==> config.mk <==
export PLATFORM = sky130hd
export DESIGN_NAME = c2h_qdma_adapter
export DESIGN_NICKNAME = d
export VERILOG_FILES = /design/src/rtl/c2h_qdma_adapter_pkg.sv /design/src/rtl/c2h_cpl_fifo.sv /design/src/rtl/c2h_qdma_adapter.sv
export SDC_FILE = /design/constraint.sdc
export NUM_CORES = 2
export LEC_CHECK = 0
export CORE_AREA = 2 2 666 668
export CTS_CLUSTER_SIZE = 10
export DETAILED_ROUTE_END_ITERATION = 8
export DIE_AREA = 0 0 668 670
export GPL_TIMING_DRIVEN = 0
export PLACE_DENSITY = 0.45
export SYNTH_ARGS = -nofsm -noshare
export SYNTH_HDL_FRONTEND = slang
export SYNTH_SLANG_ARGS = --single-unit
==> constraint.sdc <==
create_clock -name axis_aclk -period 15.5 [get_ports axis_aclk]
set_input_delay 2.325 -clock axis_aclk [delete_from_list [all_inputs] [get_ports axis_aclk]]
set_output_delay 2.325 -clock axis_aclk [all_outputs]
set_load 0.005 [all_outputs]
==> src/rtl/c2h_qdma_adapter_pkg.sv <==
// Shared types and helpers for the C2H-to-QDMA adapter: FSM encoding,
// completion entry layout and per-packet length arithmetic.
package c2h_qdma_adapter_pkg;

  localparam int DATA_BYTES = 64;
  localparam int QID_W = 11;
  localparam logic [1:0] CPL_SIZE_8B = 2'b00;

  typedef enum logic [1:0] {
    ST_IDLE = 2'd0,
    ST_PASS = 2'd1,
    ST_DROP = 2'd2
  } state_e;

  typedef struct packed {
    logic [31:0]      seq;
    logic [4:0]       rsvd;
    logic [QID_W-1:0] qid;
    logic [15:0]      len;
  } cpl_entry_t;

  // Empty bytes in the final beat; a multiple of 64 leaves none.
  function automatic logic [5:0] mty_of(input logic [15:0] size);
    return 6'd0 - size[5:0];
  endfunction

  function automatic logic [10:0] beats_of(input logic [15:0] size);
    logic [16:0] w_sum;
    w_sum = {1'b0, size} + 17'(DATA_BYTES - 1);
    return w_sum[16:6];
  endfunction

endpackage

==> src/rtl/c2h_cpl_fifo.sv <==
// Pending-completion FIFO with first-word-fall-through head output.
module c2h_cpl_fifo
  import c2h_qdma_adapter_pkg::*;
#(
  parameter int DEPTH = 8
) (
  input  logic       clk,
  input  logic       rst_n,
  input  logic       i_push,
  input  cpl_entry_t i_data,
  input  logic       i_pop,
  output cpl_entry_t o_data,
  output logic       o_full,
  output logic       o_empty
);

  localparam int AW = $clog2(DEPTH);

  logic [AW:0] r_wr_ptr;
  logic [AW:0] r_rd_ptr;
  cpl_entry_t  r_mem [DEPTH];
  logic        w_do_push;
  logic        w_do_pop;

  assign o_empty   = (r_wr_ptr == r_rd_ptr);
  assign o_full    = (r_wr_ptr[AW] != r_rd_ptr[AW]) &&
                     (r_wr_ptr[AW-1:0] == r_rd_ptr[AW-1:0]);
  assign w_do_push = i_push && !o_full;
  assign w_do_pop  = i_pop && !o_empty;
  assign o_data    = r_mem[r_rd_ptr[AW-1:0]];

  always_ff @(posedge clk or negedge rst_n) begin
    if (!rst_n) begin
      r_wr_ptr <= '0;
      r_rd_ptr <= '0;
    end else begin
      if (w_do_push) r_wr_ptr <= r_wr_ptr + 1'b1;
      if (w_do_pop)  r_rd_ptr <= r_rd_ptr + 1'b1;
    end
  end

  always_ff @(posedge clk) begin
    if (w_do_push) r_mem[r_wr_ptr[AW-1:0]] <= i_data;
  end

endmodule

==> src/rtl/c2h_qdma_adapter.sv <==
// Re-forms the steered C2H packet stream into the QDMA C2H data interface
// and issues one 8-byte completion per forwarded packet.
module c2h_qdma_adapter
  import c2h_qdma_adapter_pkg::state_e, c2h_qdma_adapter_pkg::ST_IDLE,
         c2h_qdma_adapter_pkg::ST_PASS, c2h_qdma_adapter_pkg::ST_DROP,
         c2h_qdma_adapter_pkg::cpl_entry_t, c2h_qdma_adapter_pkg::mty_of,
         c2h_qdma_adapter_pkg::beats_of, c2h_qdma_adapter_pkg::CPL_SIZE_8B;
#(
  parameter int DATA_W         = 512,
  parameter int QID_W          = 11,
  parameter int CPL_FIFO_DEPTH = 8
) (
  input  logic              axis_aclk,
  input  logic              axil_aresetn,
  input  logic              s_axis_c2h_tvalid,
  input  logic [DATA_W-1:0] s_axis_c2h_tdata,
  input  logic              s_axis_c2h_tlast,
  input  logic [15:0]       s_axis_c2h_tuser_size,
  input  logic [QID_W-1:0]  s_axis_c2h_tuser_qid,
  output logic              s_axis_c2h_tready,
  output logic              m_axis_qdma_c2h_tvalid,
  output logic [DATA_W-1:0] m_axis_qdma_c2h_tdata,
  output logic              m_axis_qdma_c2h_tlast,
  output logic [15:0]       m_axis_qdma_c2h_ctrl_len,
  output logic [QID_W-1:0]  m_axis_qdma_c2h_ctrl_qid,
  output logic              m_axis_qdma_c2h_ctrl_has_cmpt,
  output logic [5:0]        m_axis_qdma_c2h_mty,
  input  logic              m_axis_qdma_c2h_tready,
  output logic              m_axis_qdma_cpl_tvalid,
  output logic [DATA_W-1:0] m_axis_qdma_cpl_tdata,
  output logic [1:0]        m_axis_qdma_cpl_size,
  output logic [QID_W-1:0]  m_axis_qdma_cpl_ctrl_qid,
  input  logic              m_axis_qdma_cpl_tready,
  output logic [31:0]       stat_pkt_cnt,
  output logic [31:0]       stat_drop_cnt,
  output logic [31:0]       stat_len_err_cnt,
  output logic [1:0]        o_dbg_state
);

  // Every stream follows AXI-S rules: a beat transfers on a clock edge where
  // valid and ready are both high; valid and payload hold until then.
  localparam int CNT_W    = $clog2(CPL_FIFO_DEPTH) + 1;
  localparam int QID_LSB  = 6;
  localparam int LEN_LSB  = QID_LSB + QID_W;
  localparam int LAST_BIT = LEN_LSB + 16;
  localparam int BW       = LAST_BIT + 1 + DATA_W;

  state_e           r_state, w_next;
  logic             r_rdy_en;
  logic [15:0]      r_len;
  logic [QID_W-1:0] r_qid;
  logic [10:0]      r_exp_beats;
  logic [15:0]      r_beat_cnt;
  logic [CNT_W-1:0] r_pend;
  logic [31:0]      r_seq;
  logic             r_out_valid, r_skid_valid;
  logic [BW-1:0]    r_out, r_skid;
  logic             w_s_tready, w_in_hs, w_start, w_fwd, w_can_start, w_size_zero;
  logic [15:0]      w_len, w_beats_now;
  logic [QID_W-1:0] w_qid;
  logic [10:0]      w_exp;
  logic [5:0]       w_mty;
  logic [BW-1:0]    w_beat;
  logic             w_out_free, w_push, w_pop, w_len_err;
  logic             w_fifo_full, w_fifo_empty;
  cpl_entry_t       w_push_entry, w_head;

  assign w_size_zero = (s_axis_c2h_tuser_size == 16'd0);
  assign w_can_start = !w_fifo_full && (r_pend != CNT_W'(CPL_FIFO_DEPTH));
  assign w_in_hs     = s_axis_c2h_tvalid && w_s_tready;
  assign w_len       = (r_state == ST_IDLE) ? s_axis_c2h_tuser_size : r_len;
  assign w_qid       = (r_state == ST_IDLE) ? s_axis_c2h_tuser_qid : r_qid;
  assign w_exp       = (r_state == ST_IDLE) ? beats_of(s_axis_c2h_tuser_size) : r_exp_beats;
  assign w_beats_now = (r_state == ST_IDLE) ? 16'd1 : r_beat_cnt + 16'd1;
  assign w_mty       = s_axis_c2h_tlast ? mty_of(w_len) : 6'd0;
  assign w_beat      = {s_axis_c2h_tdata, s_axis_c2h_tlast, w_len, w_qid, w_mty};
  assign w_len_err   = w_fwd && s_axis_c2h_tlast && (w_beats_now != {5'd0, w_exp});

  always_ff @(posedge axis_aclk or negedge axil_aresetn) begin
    if (!axil_aresetn) r_state <= ST_IDLE;
    else               r_state <= w_next;
  end

  always_comb begin
    w_next = r_state;
    case (r_state)
      ST_IDLE: if (w_in_hs && !s_axis_c2h_tlast) w_next = w_size_zero ? ST_DROP : ST_PASS;
      ST_PASS: if (w_in_hs && s_axis_c2h_tlast) w_next = ST_IDLE;
      ST_DROP: if (w_in_hs && s_axis_c2h_tlast) w_next = ST_IDLE;
      default: w_next = ST_IDLE;
    endcase
  end

  // Starts wait for a completion slot; the skid gates only forwarding states.
  always_comb begin
    w_s_tready = 1'b0;
    w_start    = 1'b0;
    w_fwd      = 1'b0;
    case (r_state)
      ST_IDLE: begin
        w_s_tready = r_rdy_en && !r_skid_valid && w_can_start;
        w_start    = s_axis_c2h_tvalid && w_s_tready;
        w_fwd      = w_start && !w_size_zero;
      end
      ST_PASS: begin
        w_s_tready = !r_skid_valid;
        w_fwd      = s_axis_c2h_tvalid && w_s_tready;
      end
      ST_DROP: w_s_tready = 1'b1;
      default: ;
    endcase
  end

  always_ff @(posedge axis_aclk or negedge axil_aresetn) begin
    if (!axil_aresetn) begin
      r_rdy_en    <= 1'b0;
      r_len       <= '0;
      r_qid       <= '0;
      r_exp_beats <= '0;
      r_beat_cnt  <= '0;
    end else begin
      r_rdy_en <= 1'b1;
      if (w_start) begin
        r_len       <= s_axis_c2h_tuser_size;
        r_qid       <= s_axis_c2h_tuser_qid;
        r_exp_beats <= beats_of(s_axis_c2h_tuser_size);
        r_beat_cnt  <= 16'd1;
      end else if (w_fwd) begin
        r_beat_cnt <= r_beat_cnt + 16'd1;
      end
    end
  end

  assign w_out_free = !r_out_valid || m_axis_qdma_c2h_tready;

  // Output register backed by a one-entry skid so ready can be registered.
  always_ff @(posedge axis_aclk or negedge axil_aresetn) begin
    if (!axil_aresetn) begin
      r_out_valid  <= 1'b0;
      r_skid_valid <= 1'b0;
      r_out        <= '0;
      r_skid       <= '0;
    end else if (w_out_free) begin
      if (r_skid_valid) begin
        r_out        <= r_skid;
        r_out_valid  <= 1'b1;
        r_skid_valid <= 1'b0;
      end else begin
        r_out_valid <= w_fwd;
        if (w_fwd) r_out <= w_beat;
      end
    end else if (w_fwd) begin
      r_skid       <= w_beat;
      r_skid_valid <= 1'b1;
    end
  end

  assign w_push       = r_out_valid && m_axis_qdma_c2h_tready && r_out[LAST_BIT];
  assign w_pop        = !w_fifo_empty && m_axis_qdma_cpl_tready;
  assign w_push_entry = {r_seq, 5'd0, r_out[LEN_LSB-1:QID_LSB], r_out[LAST_BIT-1:LEN_LSB]};

  always_ff @(posedge axis_aclk or negedge axil_aresetn) begin
    if (!axil_aresetn) begin
      r_pend           <= '0;
      r_seq            <= '0;
      stat_pkt_cnt     <= '0;
      stat_drop_cnt    <= '0;
      stat_len_err_cnt <= '0;
    end else begin
      case ({w_fwd && w_start, w_pop})
        2'b10:   r_pend <= r_pend + 1'b1;
        2'b01:   r_pend <= r_pend - 1'b1;
        default: ;
      endcase
      if (w_push) begin
        r_seq        <= r_seq + 32'd1;
        stat_pkt_cnt <= stat_pkt_cnt + 32'd1;
      end
      if (w_start && w_size_zero) stat_drop_cnt <= stat_drop_cnt + 32'd1;
      if (w_len_err) stat_len_err_cnt <= stat_len_err_cnt + 32'd1;
    end
  end

  c2h_cpl_fifo #(.DEPTH(CPL_FIFO_DEPTH)) u_cpl_fifo (
    .clk     (axis_aclk),
    .rst_n   (axil_aresetn),
    .i_push  (w_push),
    .i_data  (w_push_entry),
    .i_pop   (w_pop),
    .o_data  (w_head),
    .o_full  (w_fifo_full),
    .o_empty (w_fifo_empty)
  );

  assign s_axis_c2h_tready             = w_s_tready;
  assign m_axis_qdma_c2h_tvalid        = r_out_valid;
  assign m_axis_qdma_c2h_tdata         = r_out[BW-1:LAST_BIT+1];
  assign m_axis_qdma_c2h_tlast         = r_out[LAST_BIT];
  assign m_axis_qdma_c2h_ctrl_len      = r_out[LAST_BIT-1:LEN_LSB];
  assign m_axis_qdma_c2h_ctrl_qid      = r_out[LEN_LSB-1:QID_LSB];
  assign m_axis_qdma_c2h_mty           = r_out[QID_LSB-1:0];
  assign m_axis_qdma_c2h_ctrl_has_cmpt = r_out_valid;
  assign m_axis_qdma_cpl_tvalid        = !w_fifo_empty;
  assign m_axis_qdma_cpl_tdata         = w_fifo_empty ? '0 : {{(DATA_W-64){1'b0}}, w_head};
  assign m_axis_qdma_cpl_size          = CPL_SIZE_8B;
  assign m_axis_qdma_cpl_ctrl_qid      = w_fifo_empty ? '0 : w_head.qid;
  assign o_dbg_state                   = r_state;

endmodule
== Yosys cells after proc, flatten, opt, wreduce, memory -nomap -nowiden ==
Memory sizes are Yosys's and may differ from the RTL's.
Index checks and enable logic that the tools add are counted.

* ROM bits: 0
* Bits of input ports: 545
* Latch bits: 0
* Memories: 1
* Bits in registers: 1,291
* Output and inout port bits: 1,173
* Word-level logic and storage cells: 101
* Memory bits (writable): 472

* Divide/modulo/power cells: 0
* Order comparisons: 0
* Eq/ne operators: 11
* Bitwise logic cells: 1
* Mux-type cells: 24
* Shifts and indexed selects: 0
* Multiply operators: 0
* Reduce and logical (&&, ||, !) cells: 36
* Add/subtract/negate cells: 11

{| class="wikitable"
|+ Memories
! memory !! depth !! width !! rd ports !! clocked after memory_dff !! write ports !! RTL line !! RTL
|-
| u_cpl_fifo.r_mem || 8 || 59 || 1 || 0 || 1 || c2h_cpl_fifo.sv:21 || <nowiki>cpl_entry_t r_mem [DEPTH];</nowiki>
|}

{| class="wikitable"
|+ Operators by type and width
! cell !! count
|-
| 546-bit two-way mux || 2
|-
| 32-bit by 1-bit adder with 32-bit output (second input constant) || 4
|-
| 16-bit two-way mux || 4
|-
| 64-bit two-way mux || 1
|-
| 11-bit two-way mux || 3
|-
| 1-bit logical AND || 19
|-
| 16-bit by 6-bit adder with 17-bit output (second input constant) || 1
|-
| 16-bit by 1-bit adder with 16-bit output (second input constant) || 1
|-
| 16-bit zero test || 1
|-
| 16-bit by 11-bit inequality test with 1-bit output || 1
|-
| 4-bit by 1-bit adder with 4-bit output (second input constant) || 3
|-
| 4-bit one-hot mux with 2 select lines || 1
|-
| 2-bit nonzero test || 4
|-
| 1-bit zero test || 6
|-
| 1-bit two-way mux || 6
|-
| 2-bit two-way mux || 3
|-
| 6-bit two-way mux || 1
|-
| 2-bit AND reduction || 3
|-
| 1-bit by 6-bit subtractor with 6-bit output (first input constant) || 1
|-
| 2-bit by 1-bit equality test with 1-bit output (second input constant) || 2
|-
| 2-bit equality test (second input constant) || 2
|-
| 4-bit equality test || 1
|-
| 2-bit by 1-bit inequality test with 1-bit output (second input constant) || 2
|-
| 4-bit inequality test (second input constant) || 1
|-
| other kinds (10) || 10
|}

== Depth between registers and ports, before layout ==
* Word-level depth: 11
* Depth in mapped cells: 15

== Hierarchy ==
From an unflattened synthesis, not the netlist that was laid out.

* Cell total of the unflattened synthesis: 5,864
* Area total of the unflattened synthesis: 78,330.1 sq um

{| class="wikitable"
|+ Modules (own cells, without submodules)
! module !! cells each !! area an instance (sq um) !! instances
|-
| c2h_qdma_adapter || 5,066 || 58,533.6 || 1
|-
| c2h_cpl_fifo || 798 || 19,796.5 || 1
|}

== Worst setup path before layout ==
OpenSTA, ideal clock, no wires.

* Path type: input to register
* Start: in m_axis_qdma_c2h_tready
* End: mem u_cpl_fifo.r_mem[0][0] in the netlist's numbering, enable pin
* Stages: 3
* Path slack: 8.034 ns
* Path buffers: 0
* Arrival time: 6.917 ns
* Cell sequence: nand3_1 -> or3_1 -> nor3_1

* Cells in the longest elaborated chain, start to end: 5

{| class="wikitable"
|+ RTL lines
! item !! RTL line !! RTL
|-
| start: declaration || c2h_qdma_adapter.sv:28 || <nowiki>input logic m_axis_qdma_c2h_tready,</nowiki>
|-
| 1-bit logical AND (2 in series) || c2h_qdma_adapter.sv:158 || <nowiki>assign w_push = r_out_valid && m_axis_qdma_c2h_tready && r_out[LAST_BIT];</nowiki>
|-
| 1-bit logical AND || c2h_cpl_fifo.sv:28 || <nowiki>assign w_do_push = i_push && !o_full;</nowiki>
|-
| 1-bit two-way mux || c2h_cpl_fifo.sv:43 || <nowiki>if (w_do_push) r_mem[r_wr_ptr[AW-1:0]] <= i_data;</nowiki>
|-
| 1-bit two-way mux (implied by the code) || c2h_cpl_fifo.sv:43 ||
|-
| end: declaration || c2h_cpl_fifo.sv:21 ||
|}

No other way between the ends.

== Final worst setup path ==
* Start: reg u_cpl_fifo.r_rd_ptr[0]
* End: out m_axis_qdma_cpl_tdata[9]

* Cells in the longest elaborated chain, start to end: 2
* Elaborated cells between the ends (all ways): 3

{| class="wikitable"
|+ RTL lines
! item !! RTL line !! RTL
|-
| start: declaration || c2h_cpl_fifo.sv:20 || <nowiki>logic [AW:0] r_rd_ptr;</nowiki>
|-
| start signal: assignment || c2h_cpl_fifo.sv:38 || <nowiki>if (w_do_pop) r_rd_ptr <= r_rd_ptr + 1'b1;</nowiki>
|-
| memory read 8 x 59 bit / 4-bit equality test (equally long branches) || - ||
|-
| 64-bit two-way mux (*) || c2h_qdma_adapter.sv:204 || <nowiki>assign m_axis_qdma_cpl_tdata = w_fifo_empty ? '0 : {{(DATA_W-64){1'b0}}, w_head};</nowiki>
|-
| end: declaration || c2h_qdma_adapter.sv:30 || <nowiki>output logic [DATA_W-1:0] m_axis_qdma_cpl_tdata,</nowiki>
|}

Every way passes the cells marked *; elsewhere a longest branch is shown, timed or not.

==> results.md <==
- Post-synthesis xor/xnor area fraction: 0.0188
- Clock sinks: 1763
- Congestion Overflow GR: 0
- IO Count: 1718
- Netlist Area Pre-Place: 75800 um^2
- HPWL Detailed: 260000 um
- Crit path DAT: 4.89 ns
- Post-Synth Adder-Cell Area: 0.00248
- Peak supply drop: 0.0966 mV
- # resized after CTS: 0
- Global-route wire length before repair: 448000 um
- Crit Path Max Fanout: 10
- Max-Slew Margin vs Limit: 0.0624
- Synth unique cells: 57
- Port bufs: 1262
- Finished Cell Area: 105000 um^2
- Commonest non-fill, non-tap cell in the layout: dfrtp_1
- Synth warn: 0
- GP Congestion: 0.873
- Total track usage: 0.142
- Top_reg_cell synth: dfrtp_1
- CTS tree: built
- DRC: 0
- Hold buffers post-CTS: 0
- WL per Instance: 23.6 um
- Post-synthesis compound-gate area fraction: 0.0466
- Synth Instances: 5733
- Core Footprint: 440000 um^2
- Fillers: 46500
- Initial Utilization: 0.172
- Die Y-Extent: 670 um
- Vias per Instance: 3.78
- Final Cycle Share: 0.466
- Max Cap Viol: 0
- RSZ-0062 raised after global routing: false
- Reg clk slew, reported paths: 0.06 ns
- Fin crit period: 7.22 ns
- Layout cell share with drive strength beyond 1: 0.168
- Finish-stage setup viols: 0
- Final setup skew: 0.102 ns
- Run status: completed
- Area after DPL: 98400 um^2
- Post-CTS setup buffers: 0
- Combinational family with the most area after synthesis: multiplexers
- Via count: 52300
- Setup tns final: 0 ns
- Final WL: 327000 um
- DRT iter0 DRCs: 3008
- Final antenna-violating net count: 0
- Die W: 668 um
- Tightest Pin Transition: 1.41 ns
- Post-synth EDFFs: 472
- Hold Crit Class: reg -> reg
- H-Tree Depth: 4
- Post-Syn Area per Cell: 13.2 um^2
- CTS Buffer Depth: 4
- Vias in the first global route: 53900
- Initial antenna violation count: 151
- CTS Buf Count: 220
- Slew Viols, Final: 0
- Register area share after synthesis: 0.614
- Row count: 244
- Layout area overhead: 39.1%
- Number of detailed-route iterations in the first pass: 7
- Worst skew pair latency: 0.95 ns
- Async SR Flop Fraction: 0.732
- Fmax: 0.139 GHz
- Critical path class: reg -> out
- Most frequent cells in the layout: dfrtp_1, clkdlybuf4s50_1, nand2_1
- Post-synthesis simple-gate area fraction: 0.0584
- Hold Vio Cnt, Final: 0
- Post-synthesis mux area share: 0.196
- Critical Path Source Type: register
- Leakage: 42.4 nW
- Seq cells post-synth: 1763
- CTS root buf: clkbuf_16
- R2r setup slk: 9.95 ns
- Die Footprint: 448000 um^2
- Required time worst endpoint: 13.18 ns
- Largest net degree at the start of global routing: 167
- Worst setup EP type: primary output
- Fin nets: 8277
- PwrDens: 186 nW/um^2
==> layout make-up <==
cell class,instances,area [um^2],share of cell area
Clock buffer,340,6300,0.0598
Tap cell,5904,7390,0.0701
Timing Repair Buffer,1308,13500,0.128
Sequential cell,1763,46500,0.441
Buffer,791,4830,0.0458
Antenna cell,65,163,0.00154
Clock inverter,41,508,0.00482
Inverter,13,48.8,0.000463
Multi-Input combinational cell,3620,26200,0.248
==> flip-flops by register name, summed over array words and instances (netlist names), 11 cells and up <==
name,count
r_beat_cnt,16
r_exp_beats,11
r_len,16
r_out,546
r_qid,11
r_seq,32
r_skid,546
stat_drop_cnt,32
stat_len_err_cnt,32
stat_pkt_cnt,32
u_cpl_fifo.r_mem,472
==> Yosys cell counts (13+ instances only) <==
master	count	area, um^2
dfrtp_1	1291	32300
a21oi_1	40	200
nand2_1	670	2510
buf_1	30	113
mux2_2	301	3390
edfxtp_1	472	14200
clkbuf_1	214	803
nor3_1	14	70.1
nand3_1	51	255
mux4_2	118	2660
o21ai_0	615	3080
nor2_1	145	544
xor2_1	45	394
xnor2_1	118	1030
mux2i_1	602	6030
buf_4	467	3510
ha_1	15	188
mux2_1	244	2750
and3_1	32	200
nand4_1	48	300
inv_1	13	48.8
buf_2	80	400
==> worst paths after layout <==
path | startpoint | to | cells after the start
hold / removal | r_pend[3]$_DFFE_PN0P_ | r_pend[3]$_DFFE_PN0P_ | 1
setup reg to reg | u_cpl_fifo.r_rd_ptr[0]$_DFFE_PN0P_ | r_out[64]$_DFFE_PN0P_ | 12
max in group asynchronous | axil_aresetn | r_out[502]$_DFFE_PN0P_ | 5
min in group asynchronous | axil_aresetn | r_out[335]$_DFFE_PN0P_ | 1
setup / recovery | u_cpl_fifo.r_rd_ptr[0]$_DFFE_PN0P_ | m_axis_qdma_cpl_tdata[9] | 7
hold reg to reg | r_pend[3]$_DFFE_PN0P_ | r_pend[3]$_DFFE_PN0P_ | 1
==> layer usage <==
layer | wire, um | vias up | track usage
met5 | 438 | - | 0
met4 | 11800 | 68 | 0.0500
met3 | 25900 | 525 | 0.0464
met2 | 168000 | 1562 | 0.254
met1 | 121000 | 26800 | 0.155
li1 | - | 23400 | -
==> logic make-up (layout without fill, tap and decap cells) <==
family,Yosys count,in the layout
buf+inv,804,2493
other cells,2,521
flops,1763,1763
compound gates,686,686
fa+ha+maj,15,15
xor+xnor,163,163
mux,1265,1265
simple gates,1035,1035
==> where the power goes <==
group	internal (mW)	leakage, nW	switching (mW)
Clock	2.88	3.31	2.09
Combinational	3.36	18.5	3.87
Sequential	6.41	20.5	0.997
Total	12.6	42.4	6.96
==> metrics by stage <==
step	power [mW]	util	cells	setup slack, ns	hold slack [ns]
2_1_floorplan	10.4	-	6187	8.03	0.434
3_3_place_gp	14.8	0.221	13400	-50.76	0.452
3_5_place_dp	14.9	0.224	13400	7.29	0.454
4_1_cts	20.0	0.239	13800	7.95	0.466
5_1_grt	20.8	0.239	13800	7.98	0.494
6_report	19.6	0.239	13800	8.28	0.467
==> critical path, stage by stage, from the launching register on <==
cell             delay (ns)
dfrtp_1                0.34
clkbuf_1               0.36
clkbuf_1               0.56
buf_1                  1.00
mux4_2                 0.63
mux2i_1                0.35
nor2_1                 0.11
clkdlybuf4s50_1        0.58
(Power assumes the default switching activity.)
